$ cat src/rtl/ram_arb_pkg.sv
// ---------------------------------------------------------------------------
// ram_arb_pkg
// Shared types, constants and the round-robin pick function for the
// RAMHelper port arbiter.
//   state_t  : access FSM states (IDLE -> ACCESS -> RESP -> IDLE)
//   WORD_W   : RAMHelper word / index width
//   MAX_REQ  : widest requester vector supported (N_REQ is 1..4)
//   PTR_W    : width of a requester id / round-robin pointer
//   WAIT_W   : width of the ACCESS stall counter (WAIT_CYC is 0..15)
//   rr_pick  : one-hot grant of the first valid at or above ptr, wrapping
// ---------------------------------------------------------------------------
package ram_arb_pkg;

  localparam int WORD_W  = 64;
  localparam int MAX_REQ = 4;
  localparam int PTR_W   = 2;
  localparam int WAIT_W  = 4;

  typedef enum logic [1:0] {
    IDLE   = 2'd0,
    ACCESS = 2'd1,
    RESP   = 2'd2
  } state_t;

  // Isolates the least significant set bit (two's complement trick).
  function automatic logic [MAX_REQ-1:0] lowest_one(input logic [MAX_REQ-1:0] v);
    return v & ((~v) + MAX_REQ'(1));
  endfunction

  // Requesters at or above ptr win first; if none of them is valid the search
  // wraps around, which is the same as taking the lowest valid overall.
  function automatic logic [MAX_REQ-1:0] rr_pick(input logic [MAX_REQ-1:0] valid,
                                                 input logic [PTR_W-1:0]   ptr);
    logic [MAX_REQ-1:0] below;
    logic [MAX_REQ-1:0] upper;
    below = (MAX_REQ'(1) << ptr) - MAX_REQ'(1);
    upper = valid & ~below;
    if (upper != '0) begin
      return lowest_one(upper);
    end
    return lowest_one(valid);
  endfunction

endpackage

$ cat src/rtl/rr_arbiter.sv
// ---------------------------------------------------------------------------
// rr_arbiter
// Purely combinational round-robin arbiter over N requesters.
//   valid_i    in   N      request pending per requester
//   ptr_i      in   PTR_W  highest-priority requester this round
//   grant_o    out  N      one-hot grant (or zero when nothing is valid)
//   grantId_o  out  PTR_W  binary id of the granted requester
//   anyGrant_o out  1      some requester was granted
// ---------------------------------------------------------------------------
module rr_arbiter
  import ram_arb_pkg::*;
#(
  parameter int N = 2
) (
  input  logic [N-1:0]     valid_i,
  input  logic [PTR_W-1:0] ptr_i,
  output logic [N-1:0]     grant_o,
  output logic [PTR_W-1:0] grantId_o,
  output logic             anyGrant_o
);

  logic [MAX_REQ-1:0] validExt;
  logic [MAX_REQ-1:0] grantExt;

  // Widen to the package vector size, pick, and encode the winner's id.
  // Bits above N are never valid, so they can never be granted.
  always_comb begin
    validExt = '0;
    validExt[N-1:0] = valid_i;
    grantExt = rr_pick(validExt, ptr_i);
    grant_o = grantExt[N-1:0];
    grantId_o = '0;
    for (int i = 0; i < MAX_REQ; i++) begin
      if (grantExt[i]) begin
        grantId_o = PTR_W'(i);
      end
    end
    anyGrant_o = |grantExt;
  end

endmodule

$ cat src/rtl/ram_helper_arbiter.sv
// ---------------------------------------------------------------------------
// ram_helper_arbiter
// Shares one RAMHelper memory port between N_REQ requesters (e.g. ifetch=0,
// LSU=1) with round-robin arbitration and a single outstanding access.
//   clk, reset            clock; asynchronous active-high reset
//   req_valid/req_ready   per-requester request handshake (ready one-hot)
//   req_wen/idx/wdata/wmask  per-requester request payload, 64-bit slices
//   resp_valid/resp_ready per-requester response handshake
//   resp_rdata            shared read data, qualified by resp_valid
//   ram_*                 RAMHelper port; rdata is combinational from rIdx/en,
//                         a write commits at the posedge after ram_wen
// Parameters: N_REQ (1..4) requesters, WAIT_CYC (0..15) extra ACCESS cycles.
// ---------------------------------------------------------------------------
module ram_helper_arbiter
  import ram_arb_pkg::*;
#(
  parameter int N_REQ    = 2,
  parameter int WAIT_CYC = 0
) (
  input  logic                    clk,
  input  logic                    reset,
  input  logic [N_REQ-1:0]        req_valid,
  output logic [N_REQ-1:0]        req_ready,
  input  logic [N_REQ-1:0]        req_wen,
  input  logic [N_REQ*WORD_W-1:0] req_idx,
  input  logic [N_REQ*WORD_W-1:0] req_wdata,
  input  logic [N_REQ*WORD_W-1:0] req_wmask,
  output logic [N_REQ-1:0]        resp_valid,
  input  logic [N_REQ-1:0]        resp_ready,
  output logic [WORD_W-1:0]       resp_rdata,
  output logic                    ram_en,
  output logic [WORD_W-1:0]       ram_rIdx,
  input  logic [WORD_W-1:0]       ram_rdata,
  output logic [WORD_W-1:0]       ram_wIdx,
  output logic [WORD_W-1:0]       ram_wdata,
  output logic [WORD_W-1:0]       ram_wmask,
  output logic                    ram_wen
);

  state_t             state_q, state_d;
  logic [PTR_W-1:0]   rrPtr_q, rrPtr_d;
  logic [WAIT_W-1:0]  waitCnt_q, waitCnt_d;
  logic [PTR_W-1:0]   owner_q, owner_d;
  logic [WORD_W-1:0]  idx_q, idx_d;
  logic [WORD_W-1:0]  wdata_q, wdata_d;
  logic [WORD_W-1:0]  wmask_q, wmask_d;
  logic               wen_q, wen_d;
  logic [WORD_W-1:0]  rdata_q, rdata_d;

  logic [N_REQ-1:0]   grant;
  logic [PTR_W-1:0]   grantId;
  logic               anyGrant;

  logic               selWen;
  logic [WORD_W-1:0]  selIdx;
  logic [WORD_W-1:0]  selWdata;
  logic [WORD_W-1:0]  selWmask;
  logic [MAX_REQ-1:0] respReadyExt;
  logic               lastAccessCycle;

  rr_arbiter #(
    .N(N_REQ)
  ) u_arb (
    .valid_i    (req_valid),
    .ptr_i      (rrPtr_q),
    .grant_o    (grant),
    .grantId_o  (grantId),
    .anyGrant_o (anyGrant)
  );

  // Payload mux driven by the one-hot grant; only consumed on the accept cycle.
  // Also widens resp_ready so the owner id can index it without width games.
  always_comb begin
    selWen   = 1'b0;
    selIdx   = '0;
    selWdata = '0;
    selWmask = '0;
    for (int i = 0; i < N_REQ; i++) begin
      if (grant[i]) begin
        selWen   = req_wen[i];
        selIdx   = req_idx[i*WORD_W +: WORD_W];
        selWdata = req_wdata[i*WORD_W +: WORD_W];
        selWmask = req_wmask[i*WORD_W +: WORD_W];
      end
    end
    respReadyExt = '0;
    respReadyExt[N_REQ-1:0] = resp_ready;
  end

  assign lastAccessCycle = (state_q == ACCESS) && (waitCnt_q == '0);

  // Next-state logic. IDLE accepts the arbiter's winner and latches its
  // payload; ACCESS counts down the modelled latency and samples the RAM on
  // its last cycle, which is the same edge the write commits on, so the
  // captured word is always the pre-write value; RESP waits for the owner.
  always_comb begin
    state_d   = state_q;
    rrPtr_d   = rrPtr_q;
    waitCnt_d = waitCnt_q;
    owner_d   = owner_q;
    idx_d     = idx_q;
    wdata_d   = wdata_q;
    wmask_d   = wmask_q;
    wen_d     = wen_q;
    rdata_d   = rdata_q;
    unique case (state_q)
      IDLE: begin
        if (anyGrant) begin
          owner_d   = grantId;
          idx_d     = selIdx;
          wdata_d   = selWdata;
          wmask_d   = selWmask;
          wen_d     = selWen;
          rrPtr_d   = (grantId == PTR_W'(N_REQ - 1)) ? '0 : grantId + PTR_W'(1);
          waitCnt_d = WAIT_W'(WAIT_CYC);
          state_d   = ACCESS;
        end
      end
      ACCESS: begin
        if (waitCnt_q == '0) begin
          rdata_d = ram_rdata;
          state_d = RESP;
        end else begin
          waitCnt_d = waitCnt_q - WAIT_W'(1);
        end
      end
      RESP: begin
        if (respReadyExt[owner_q]) begin
          state_d = IDLE;
        end
      end
      default: begin
        state_d = IDLE;
      end
    endcase
  end

  // All state in one register bank. Reset clears the payload latches as well
  // so every index/data/mask output reads zero while reset is held, and a
  // write caught mid-ACCESS simply never reaches its commit cycle.
  always_ff @(posedge clk or posedge reset) begin
    if (reset) begin
      state_q   <= IDLE;
      rrPtr_q   <= '0;
      waitCnt_q <= '0;
      owner_q   <= '0;
      idx_q     <= '0;
      wdata_q   <= '0;
      wmask_q   <= '0;
      wen_q     <= 1'b0;
      rdata_q   <= '0;
    end else begin
      state_q   <= state_d;
      rrPtr_q   <= rrPtr_d;
      waitCnt_q <= waitCnt_d;
      owner_q   <= owner_d;
      idx_q     <= idx_d;
      wdata_q   <= wdata_d;
      wmask_q   <= wmask_d;
      wen_q     <= wen_d;
      rdata_q   <= rdata_d;
    end
  end

  // Grant is only offered from IDLE; reset masks it because the arbiter
  // itself is combinational and would otherwise follow req_valid.
  assign req_ready = ((state_q == IDLE) && !reset) ? grant : '0;

  // The owner sees its response until it takes it.
  always_comb begin
    resp_valid = '0;
    for (int i = 0; i < N_REQ; i++) begin
      resp_valid[i] = (state_q == RESP) && (owner_q == PTR_W'(i));
    end
  end

  // RAM port decoded from registered state; the write strobe exists only on
  // the final ACCESS cycle, so each write fires exactly once.
  assign ram_en     = (state_q == ACCESS);
  assign ram_wen    = lastAccessCycle && wen_q;
  assign ram_rIdx   = idx_q;
  assign ram_wIdx   = idx_q;
  assign ram_wdata  = wdata_q;
  assign ram_wmask  = wmask_q;
  assign resp_rdata = rdata_q;

endmodule

$ cat config.mk
export PLATFORM = sky130hd
export DESIGN_NAME = ram_helper_arbiter
export DESIGN_NICKNAME = d
export VERILOG_FILES = /design/src/rtl/ram_arb_pkg.sv /design/src/rtl/rr_arbiter.sv /design/src/rtl/ram_helper_arbiter.sv
export SDC_FILE = /design/constraint.sdc
export NUM_CORES = 1
export LEC_CHECK = 0
export BUFFER_PORTS_ARGS = -buffer_cell sky130_fd_sc_hd__buf_2
export CORE_AREA = 5 5 304 306
export DETAILED_ROUTE_END_ITERATION = 8
export DIE_AREA = 0 0 309 311
export PLACE_DENSITY_LB_ADDON = 0.25
export REMOVE_ABC_BUFFERS = 1
export SYNTH_ARGS = -nofsm -noshare
export SYNTH_HDL_FRONTEND = slang
export SYNTH_SLANG_ARGS = --single-unit
$ cat constraint.sdc
create_clock -name clk -period 25.4 [get_ports clk]
set_clock_uncertainty 0.1 [all_clocks]
set_input_delay 5.08 -clock clk [delete_from_list [all_inputs] [get_ports clk]]
set_output_delay 5.08 -clock clk [all_outputs]
set_load 0.005 [all_outputs]
==> results of run 1 <==
-- sequential cells by signal, indices dropped and copies added (netlist names) --
signal      count
owner_q         1
ram_rIdx       64
ram_wdata      64
ram_wmask      64
resp_rdata     64
rrPtr_q         1
state_q         2
waitCnt_q       4
wen_q           1
-- final cells by class --
| cell class | count | area share [%] |
|---|---|---|
| Antenna cell | 3 | 0.04171 |
| Multi-Input combinational cell | 679 | 25.66 |
| Tap cell | 1176 | 8.175 |
| Timing Repair Buffer | 801 | 22.65 |
| Sequential cell | 265 | 36.84 |
| Clock inverter | 9 | 0.7716 |
| Clock buffer | 51 | 5.707 |
| Inverter | 5 | 0.1460 |
-- cells in the mapped netlist (all sizes together), types with 2 or more instances --
cell type and count:
a21oi 389, a32oi 193, and3 2, buf 102, clkbuf 100, dfrtp 265, inv 5, mux2 65
nand2b 4, nor2 4, nor3 3, or3 2
-- cells by family after synthesis --
family / count (synthesis) / share of synthesized area, %
adder cells (fa/ha/maj): 1 / 0.1016
flip-flops: 265 / 53.85
multiplexers: 65 / 5.944
AO/OA/AOI/OAI: 590 / 30.09
AND/OR/NAND/NOR: 23 / 1.179
buffers and inverters: 207 / 8.840
-- layer usage --
metal  vias to the layer above  track usage (%)  wire, µm  part of all wire (%)
met5                         -                0        88                  0.15
li1                       5660                -         -                     -
met3                        99            3.063      4475                   7.8
met2                       609            20.48     29330                    51
met1                      6111            12.12     21660                    38
met4                        14            3.415      1684                   2.9
-- worst paths after layout --
check                      slack (ns)             end  cells past startpoint
setup / recovery                14.01    req_ready[1]                      4
hold / removal                   0.40  resp_rdata[62]                      1
setup reg to reg                21.93   ram_wdata[17]                      5
hold reg to reg                  0.40  resp_rdata[62]                      1
max in group asynchronous       18.72   ram_wmask[42]                      4
min in group asynchronous        4.47  resp_rdata[38]                      2
-- metrics by stage --
stage / hold slack [ns] / setup slack, ns / area [µm²]
2_1_floorplan: 0.3938 / 8.843 / 11240
3_3_place_gp: 0.3860 / 13.98 / 16830
3_5_place_dp: 0.3881 / 13.97 / 16830
4_1_cts: 0.4011 / 13.97 / 17990
5_1_grt: 0.4104 / 13.93 / 17990
6_report: 0.3958 / 14.01 / 18000
-- power breakdown --
group	switching [W]	internal (W)	leakage, nW
combinational	0.000528	0.000415	4.39
sequential	0.000138	0.000646	3.05
clock	0.000195	0.000311	0.574
total	0.000861	0.00137	8.01
-- critical path, cell delays in order --
cell and delay [ns]:
buf_2 0.17, nand2b_4 0.43, and4_1 0.33, buf_2 0.15
==> results by group, run 1 <==
Outcome
  • Status: finished, final reports clean

Finish
  • Final core occ: 20.15%
  • Area occupied by multi-input gates: 0.004619 mm²
  • Commonest non-fill, non-tap cell in the layout: buf_2
  • Fraction of layout cells with a size suffix above 1: 51.16%
  • Seq. cell area: 0.006631 mm²
  • Final cell count without fillers: 2989
  • Area growth syn-to-layout: 46.17%
  • Fillers: 9875
  • Commonest cells after routing, fill and taps aside: buf_2 (780), a21oi_1 (389), dfrtp_1 (265), a32oi_1 (193), mux2_2 (65)
  • Final net count: 2244

Route
  • Routed WL per cell: 19.15 µm
  • Vias: 12.49k
  • Via/cell ratio: 4.180
  • Pre-Repair DR Iteration Count: 5
  • DRT Wirelength: 57240 µm
  • Final ANT Viol Nets: 0
  • DRC violations left: 0
  • DR iter-0 viols: 577

Yosys
  • Synth cell types: 34
  • Mean area per synthesized cell: 10.70 µm²
  • Share of flip-flops with an asynchronous set or reset: 100.0%
  • Area of the mapped netlist: 0.01231 mm²
  • Top_reg_cell synth: dfrtp_1
  • Flop and latch count out of synthesis: 265
  • Number of flops mapped to enable cells by yosys: 0
  • Synth Instances: 1151
  • Seq/Total Area, Yosys: 53.85%
  • Ys Warns: 0
  • Synth area leader: dfrtp_1
  • Top post-synthesis cells by area: dfrtp_1 (54%), a21oi_1 (16%), a32oi_1 (14%)
  • Top-area cell type share of the netlist area: 53.85%

Clock tree
  • CTS clk-pin slew, worst paths: 0.05 ns
  • Clock root cell: clkbuf_16
  • Clock Sinks: 265
  • H-tree level count: 2
  • Postcts setup bufs: 0
  • Clock buffer depth: 3
  • Num CTS Buffers: 35
  • Hold_buf cts: 0
  • Post-cts sizing count: 0
  • Worst-Skew Late Latency: 0.55 ns
  • CTS tree: done

Worst hold path
  • Hold WC Path Type: flop to flop
  • Hold path startpoint: resp_rdata[62]

Global routing
  • Global-route wire length before repair: 83060 µm
  • Largest net degree at the start of global routing: 95
  • Initial antenna violation count: 20
  • Gr ovfl total: 0
  • All-layer global routing usage: 11.03%
  • Number of global-route vias before repair: 13.36k

Floorplan
  • Initial Util: 13.79%
  • Die H: 311 µm
  • I/O pins: 782
  • Die ar.: 0.09610 mm²
  • Row cnt: 110
  • Core Region: 0.08932 mm²
  • Die width: 309 µm

STA
  • RSZ-0062 raised after global routing: false
  • Setup TNS: 0 ns
  • Tcrit/Tclk final: 44.85%
  • Slew headroom: 18.84%
  • Tmin final: 11.39 ns
  • Worst-Margin Slew: 1.217 ns
  • Final setup vio count: 0
  • Final hold violation count: 0
  • Fmax: 87.78 MHz
  • Final Max Tran Viols: 0

Placed design
  • Port Buffers: 781
  • GP Congestion: 0.8744
  • Placed cells: 2926
  • HPWL after DPL: 41720 µm

Setup path
  • CP Data Arrival Time: 6.21 ns
  • CP Class: primary input to output pin
  • WP data required: 20.22 ns
  • Reg-to-Reg Start: state_q[0]
  • Crit Path Max Fanout: 49
  • CP startpoint kind: primary input
  • CP endpoint kind: output pin
  • Crit. Startpoint: req_valid[0]

Power and ir drop
  • Power Density: 124.1 mW/mm²
  • LEAKAGE: 8.014 nW
  • Peak supply drop: 0.05823 mV
  • Tot Pwr: 0.002233 W

Job
  • Max-cap check violation count: 0
Power figures use the tool's default switching activity.
==> inputs of run 2 (changes only) <==
==> constraint.sdc (replaced) <==
create_clock -name clk -period 10.05 [get_ports clk]
set_clock_uncertainty 0.1 [all_clocks]
set_input_delay 2.01 -clock clk [delete_from_list [all_inputs] [get_ports clk]]
set_output_delay 2.01 -clock clk [all_outputs]
set_load 0.005 [all_outputs]
==> run 2 against run 1 <==
Flip-flop and latch count is the same. Routed wire length shrank 2.5%. Via count shrank 0.87%. Sequential power grew to 2.5 times the previous value. Critical path type unchanged. Critical endpoint unchanged.
==> results by group, run 2 (synthesis gave the netlist of run 1 again) <==
Route
  • Vias: 12.38k
  • Routed WL per cell: 18.66 µm
  • DRT Wirelength: 55810 µm
  • Final ANT Viol Nets: 0
  • Pre-Repair DR Iteration Count: 6
  • DRC violations left: 0
  • Via/cell ratio: 4.140
  • DR iter-0 viols: 714

Clock tree
  • CTS tree: done
  • Post-cts sizing count: 0
  • Worst-Skew Late Latency: 0.54 ns
  • Postcts setup bufs: 0
  • H-tree level count: 2
  • Clock Sinks: 265
  • CTS clk-pin slew, worst paths: 0.06 ns
  • Hold_buf cts: 0
  • Clock buffer depth: 3
  • Clock root cell: clkbuf_16
  • Num CTS Buffers: 36

Placed design
  • HPWL after DPL: 41090 µm
  • GP Congestion: 0.8717
  • Port Buffers: 781

Floorplan
  • Row cnt: 110
  • I/O pins: 782
  • Die H: 311 µm
  • Die ar.: 0.09610 mm²
  • Core Region: 0.08932 mm²
  • Die width: 309 µm
  • Initial Util: 13.79%

Finish
  • Final net count: 2243
  • Final core occ: 20.13%
  • Commonest cells after routing, fill and taps aside: buf_2 (780), a21oi_1 (389), dfrtp_1 (265), a32oi_1 (193), mux2_2 (65)
  • Area growth syn-to-layout: 46.03%
  • Fraction of layout cells with a size suffix above 1: 51.10%
  • Commonest non-fill, non-tap cell in the layout: buf_2

Worst hold path
  • Hold WC Path Type: flop to flop

Global routing
  • Largest net degree at the start of global routing: 147
  • Number of global-route vias before repair: 13.24k
  • Initial antenna violation count: 15
  • Gr ovfl total: 0
  • Global-route wire length before repair: 81010 µm
  • All-layer global routing usage: 10.71%

STA
  • Tcrit/Tclk final: 56.64%
  • Tmin final: 5.693 ns
  • Fin Hold WS: 0.3980 ns
  • Final hold violation count: 0
  • Worst-Margin Slew: 0.9911 ns
  • Final setup vio count: 0
  • RSZ-0062 raised after global routing: false
  • Slew headroom: 33.93%
  • Fmax: 175.7 MHz
  • Final Max Tran Viols: 0

Setup path
  • CP Data Arrival Time: 3.58 ns
  • CP Class: primary input to output pin
  • CP endpoint kind: output pin
  • Crit Path Max Fanout: 43
  • CP startpoint kind: primary input
  • WP data required: 7.94 ns

Job
  • Max-cap check violation count: 0

Power and ir drop
  • Power Density: 312.1 mW/mm²
  • Tot Pwr: 0.005613 W
  • Peak supply drop: 0.1449 mV
  • LEAKAGE: 7.997 nW

Outcome
  • Status: finished, final reports clean
==> run 2: cell count changes in the layout (fill, tap and decap cells not counted) <==
cell	change
bufinv_16	-2
buf_4	-4
clkinv_2	+2
clkbuf_1	+2
clkinvlp_4	+2
buf_12	+2
==> run 2: area by class of cell <==
type | instances | area (µm²)
repair buffers | 799 | 4088
multi-input cells | 679 | 4619
clock inverters | 11 | 103.9
fillers | 9892 | 71340
clock buffers | 53 | 1035
diodes | 3 | 7.507
inverters | 5 | 26.28
well taps | 1176 | 1471
flip-flops and latches | 265 | 6631
==> run 2: power by group <==
| group | internal, W | total [W] | switching [W] | leakage [nW] |
|---|---|---|---|---|
| Sequential | 0.00163 | 0.00199 | 0.000359 | 3.05 |
| Clock | 0.000741 | 0.00125 | 0.000511 | 0.556 |
| Combinational | 0.00105 | 0.00237 | 0.00132 | 4.39 |
| Total | 0.00343 | 0.00561 | 0.00219 | 8.00 |
==> run 2: path summary, 6_finish.rpt <==
path | to | slack (ns) | cells after the start | start
max in group asynchronous | ram_wmask[19] | 7.08 | 3 | reset
min | resp_rdata[34] | 0.40 | 1 | resp_rdata[34]
max | req_ready[1] | 4.36 | 4 | req_valid[1]
max reg2reg | ram_rIdx[46] | 6.97 | 5 | state_q[0]
min reg2reg | resp_rdata[34] | 0.40 | 1 | resp_rdata[34]
min in group asynchronous | resp_rdata[38] | 1.43 | 2 | reset
==> run 2: per-stage QoR <==
step	worst slack [ns]	cell area, µm²	setup TNS [ns]	instances
2_1_floorplan	-1.124	11240	-217.10	949
3_3_place_gp	4.360	16840	0	2924
3_5_place_dp	4.221	16840	0	2924
4_1_cts	4.392	17970	0	2988
5_1_grt	4.324	17980	0	2989
6_report	4.357	17980	0	2991
==> run 2: metal layers <==
metal  vias to the layer above  part of all wire [%]  GRT usage (%)
met3                        97                   8.0          3.097
met5                         -                  0.15              0
met1                      6039                    37          11.55
met2                       575                    52          19.93
li1                       5661                     -              -
met4                        12                   3.3          3.569
==> run 2: worst max-delay path, cell delays in order <==
cell    delay (ns)
buf_6         0.25
buf_4         0.52
and4_1        0.49
buf_2         0.19
==> inputs of run 3 (changes only) <==
--- a/config.mk
+++ b/config.mk
@@ -5,10 +5,11 @@
 export SDC_FILE = /design/constraint.sdc
 export NUM_CORES = 1
 export LEC_CHECK = 0
+export ABC_AREA = 1
 export BUFFER_PORTS_ARGS = -buffer_cell sky130_fd_sc_hd__buf_2
-export CORE_AREA = 5 5 304 306
+export CORE_AREA = 5 5 298 300
 export DETAILED_ROUTE_END_ITERATION = 8
-export DIE_AREA = 0 0 309 311
+export DIE_AREA = 0 0 303 305
 export PLACE_DENSITY_LB_ADDON = 0.25
 export REMOVE_ABC_BUFFERS = 1
 export SYNTH_ARGS = -nofsm -noshare
==> constraint.sdc (replaced) <==
create_clock -name clk -period 4.6 [get_ports clk]
set_clock_uncertainty 0.1 [all_clocks]
set_input_delay 0.92 -clock clk [delete_from_list [all_inputs] [get_ports clk]]
set_output_delay 0.92 -clock clk [all_outputs]
set_load 0.005 [all_outputs]
==> run 3 against run 2 <==
Clock power increased by 120%. Worst setup slack worse by 2.8 ns. Cell count up 23%. Global-route usage up 0.13 points. Sequential power increased by 100%. Die area decreased by 3.8%. First-iteration DRC count fell by 15%. Critical endpoint is now ram_wen. Largest power group unchanged.
==> results by group, run 3 <==
Setup path
  • Reg2Reg Depth: 6
  • Crit Path Max Fanout: 51
  • CP Class: flop to output pin
  • CP endpoint kind: output pin
  • CP Data Arrival Time: 2.07 ns
  • Critical R2R Capture: ram_rIdx[61]
  • WP data required: 3.58 ns
  • CP startpoint kind: flop
  • Reg-to-Reg Start: state_q[1]
  • Setup slack, reg-to-reg: 2.29 ns

Power and ir drop
  • Clk pwr share: 25.0%
  • Net Switching: 0.004391 W
  • Logic pwr share: 39.0%
  • LEAKAGE: 11.38 nW
  • Sequential group share of total power: 36.0%
  • P_int: 0.006793 W
  • Peak supply drop: 0.4481 mV
  • Sw Ratio: 39.26%
  • Power Density: 586.1 mW/mm²

Clock tree
  • Hold_buf cts: 0
  • Post-cts sizing count: 0
  • Clock root cell: clkbuf_16
  • H-tree level count: 2
  • Postcts setup bufs: 0
  • Num CTS Buffers: 35
  • Worst-Skew Late Latency: 0.54 ns
  • Clock Sinks: 265
  • CTS clk-pin slew, worst paths: 0.06 ns
  • Clock buffer depth: 3
  • CTS tree: done

STA
  • Slew headroom: 45.32%
  • Final setup vio count: 0
  • Tcrit/Tclk final: 67.07%
  • RSZ-0062 raised after global routing: false
  • Tmin final: 3.085 ns
  • Fin Hold WS: 0.3702 ns
  • Setup TNS: 0 ns
  • Final hold violation count: 0
  • Final Max Tran Viols: 0
  • Fmax: 324.1 MHz
  • Worst-Margin Slew: 0.8202 ns

Yosys
  • Top_reg_cell synth: dfrtp_1
  • Area of the mapped netlist: 0.01327 mm²
  • Share of flip-flops with an asynchronous set or reset: 100.0%
  • Synth Instances: 1828
  • Commonest cells post-synth: nand2_1 (849), dfrtp_1 (265), inv_1 (264)
  • Number of flops mapped to enable cells by yosys: 0
  • Ys Warns: 0
  • Synth cell types: 20
  • Top post-synthesis cells by area: dfrtp_1 (50%), nand2_1 (24%), o21ai_0 (7.8%)
  • Top-count cell post-synth: nand2_1
  • Synth area leader: dfrtp_1
  • Top-area cell type share of the netlist area: 49.98%
  • Flop and latch count out of synthesis: 265
  • Mean area per synthesized cell: 7.258 µm²
  • Seq/Total Area, Yosys: 49.98%

Global routing
  • All-layer global routing usage: 10.85%
  • Global-route wire length before repair: 79120 µm
  • Largest net degree at the start of global routing: 111
  • Gr ovfl total: 0
  • Initial antenna violation count: 3
  • Number of global-route vias before repair: 13.17k

Finish
  • Fillers: 9817
  • Final Instance Area: 0.01908 mm²
  • Commonest cells after routing, fill and taps aside: nand2_1 (849), buf_2 (781), dfrtp_1 (265), inv_1 (263), o21ai_0 (207)
  • Fraction of layout cells with a size suffix above 1: 34.11%
  • Final core occ: 22.20%
  • Commonest non-fill, non-tap cell in the layout: nand2_1
  • Final net count: 2955
  • Area growth syn-to-layout: 43.81%

Placed design
  • Placed cell area: 0.01789 mm²
  • HPWL after DPL: 40340 µm
  • GP Congestion: 0.7818
  • Port Buffers: 781

Route
  • Vias: 13.22k
  • Via/cell ratio: 3.589
  • Pre-Repair DR Iteration Count: 4
  • Routed WL per cell: 14.49 µm
  • DRC violations left: 0
  • DR iter-0 viols: 608
  • DRT Wirelength: 53350 µm
  • Final ANT Viol Nets: 0

Floorplan
  • Die width: 303 µm
  • Core Region: 0.08594 mm²
  • Die H: 305 µm
  • Initial Util: 15.44%
  • Die ar.: 0.09242 mm²
  • Row cnt: 108
  • I/O pins: 782

Worst hold path
  • Hold Path End: ram_wdata[25]
  • Hold path startpoint: ram_wdata[25]
  • Hold WC Path Type: flop to flop
  • Hold Path Depth: 2

Outcome
  • Status: finished, final reports clean

Job
  • Max-cap check violation count: 0
## run 3: cell count changes in the layout (fill, tap and decap cells not counted), moves of 7 or more
cell     delta
nand2_1   +848
a21oi_1   -389
inv_1     +259
o21ai_0   +207
a32oi_1   -193
mux2_2     -65
o21ai_1    +54
buf_4       -9
nor2_1      +7
## run 3: critical path, cell delays in order, from the launching register on
cell     delay (ns)
dfrtp_1        0.40
inv_1          0.08
ha_1           0.25
nand3_4        0.42
nor2_1         0.21
buf_2          0.14
## run 3: cells by family (layout without fill, tap and decap cells)
group                    after synthesis  in the layout  share of synthesized area, %
other                                  0              3                             0
flip-flops                           265            265                         49.98
AND/OR/NAND/NOR                      867            867                         24.66
AO/OA/AOI/OAI                        265            265                         10.16
adder cells (fa/ha/maj)                1              1                       0.09429
XOR/XNOR                               1              1                       0.06602
buffers and inverters                429           1125                         15.04
## run 3: stage by stage
step | setup slack, ns | std cells | total power [W]
final | 1.515 | 3682 | 0.01118
after global routing | 1.277 | 3682 | 0.01217
after CTS | 1.425 | 3679 | 0.01150
after detailed placement | 1.950 | 3616 | 0.008584
after global placement | 1.940 | 3616 | 0.008593
after floorplan | -3.717 | 1665 | 0.006102
## run 3: power groups by stage
stage / logic [W] / registers, W / clock network (W)
global route: 0.00499 / 0.00417 / 0.00301
global placement: 0.00452 / 0.00407 / 0
finish: 0.00436 / 0.00403 / 0.00280
detailed placement: 0.00453 / 0.00406 / 0
floorplan: 0.00201 / 0.00410 / 0
CTS: 0.00453 / 0.00404 / 0.00293
## run 3: worst max-delay path by stage
| stage | from | endpoint | slack [ns] | cells after the start |
|---|---|---|---|---|
| 6_report | waitCnt_q[0] | ram_wen | 1.51 | 5 |
| 3_3_place_gp | req_valid[0] | req_ready[0] | 1.94 | 6 |
| 4_1_cts | waitCnt_q[0] | ram_wen | 1.43 | 5 |
| 5_1_grt | waitCnt_q[0] | ram_wen | 1.28 | 5 |
| 2_1_floorplan | reset | owner_q[0] | -3.72 | 1 |
| 3_5_place_dp | req_valid[0] | req_ready[0] | 1.95 | 6 |
## run 3: routing by layer
| metal | GRT usage, % | vias up | share of wire [%] |
|---|---|---|---|
| li1 | - | 6745 | - |
| met1 | 12.89 | 5997 | 40 |
| met2 | 19.69 | 404 | 51 |
| met3 | 2.022 | 69 | 6.0 |
| met4 | 3.361 | 0 | 2.7 |
| met5 | 0 | - | 0 |
## run 3: cell type report
type	count	area, µm²	share of cell area, %
diodes	3	7.507	0.03934
multi-input cells	1134	4668	24.47
inverters	266	1011	5.298
repair buffers	796	4134	21.67
clock inverters	11	122.6	0.6426
well taps	1155	1445	7.574
clock buffers	52	1061	5.561
flip-flops and latches	265	6631	34.75
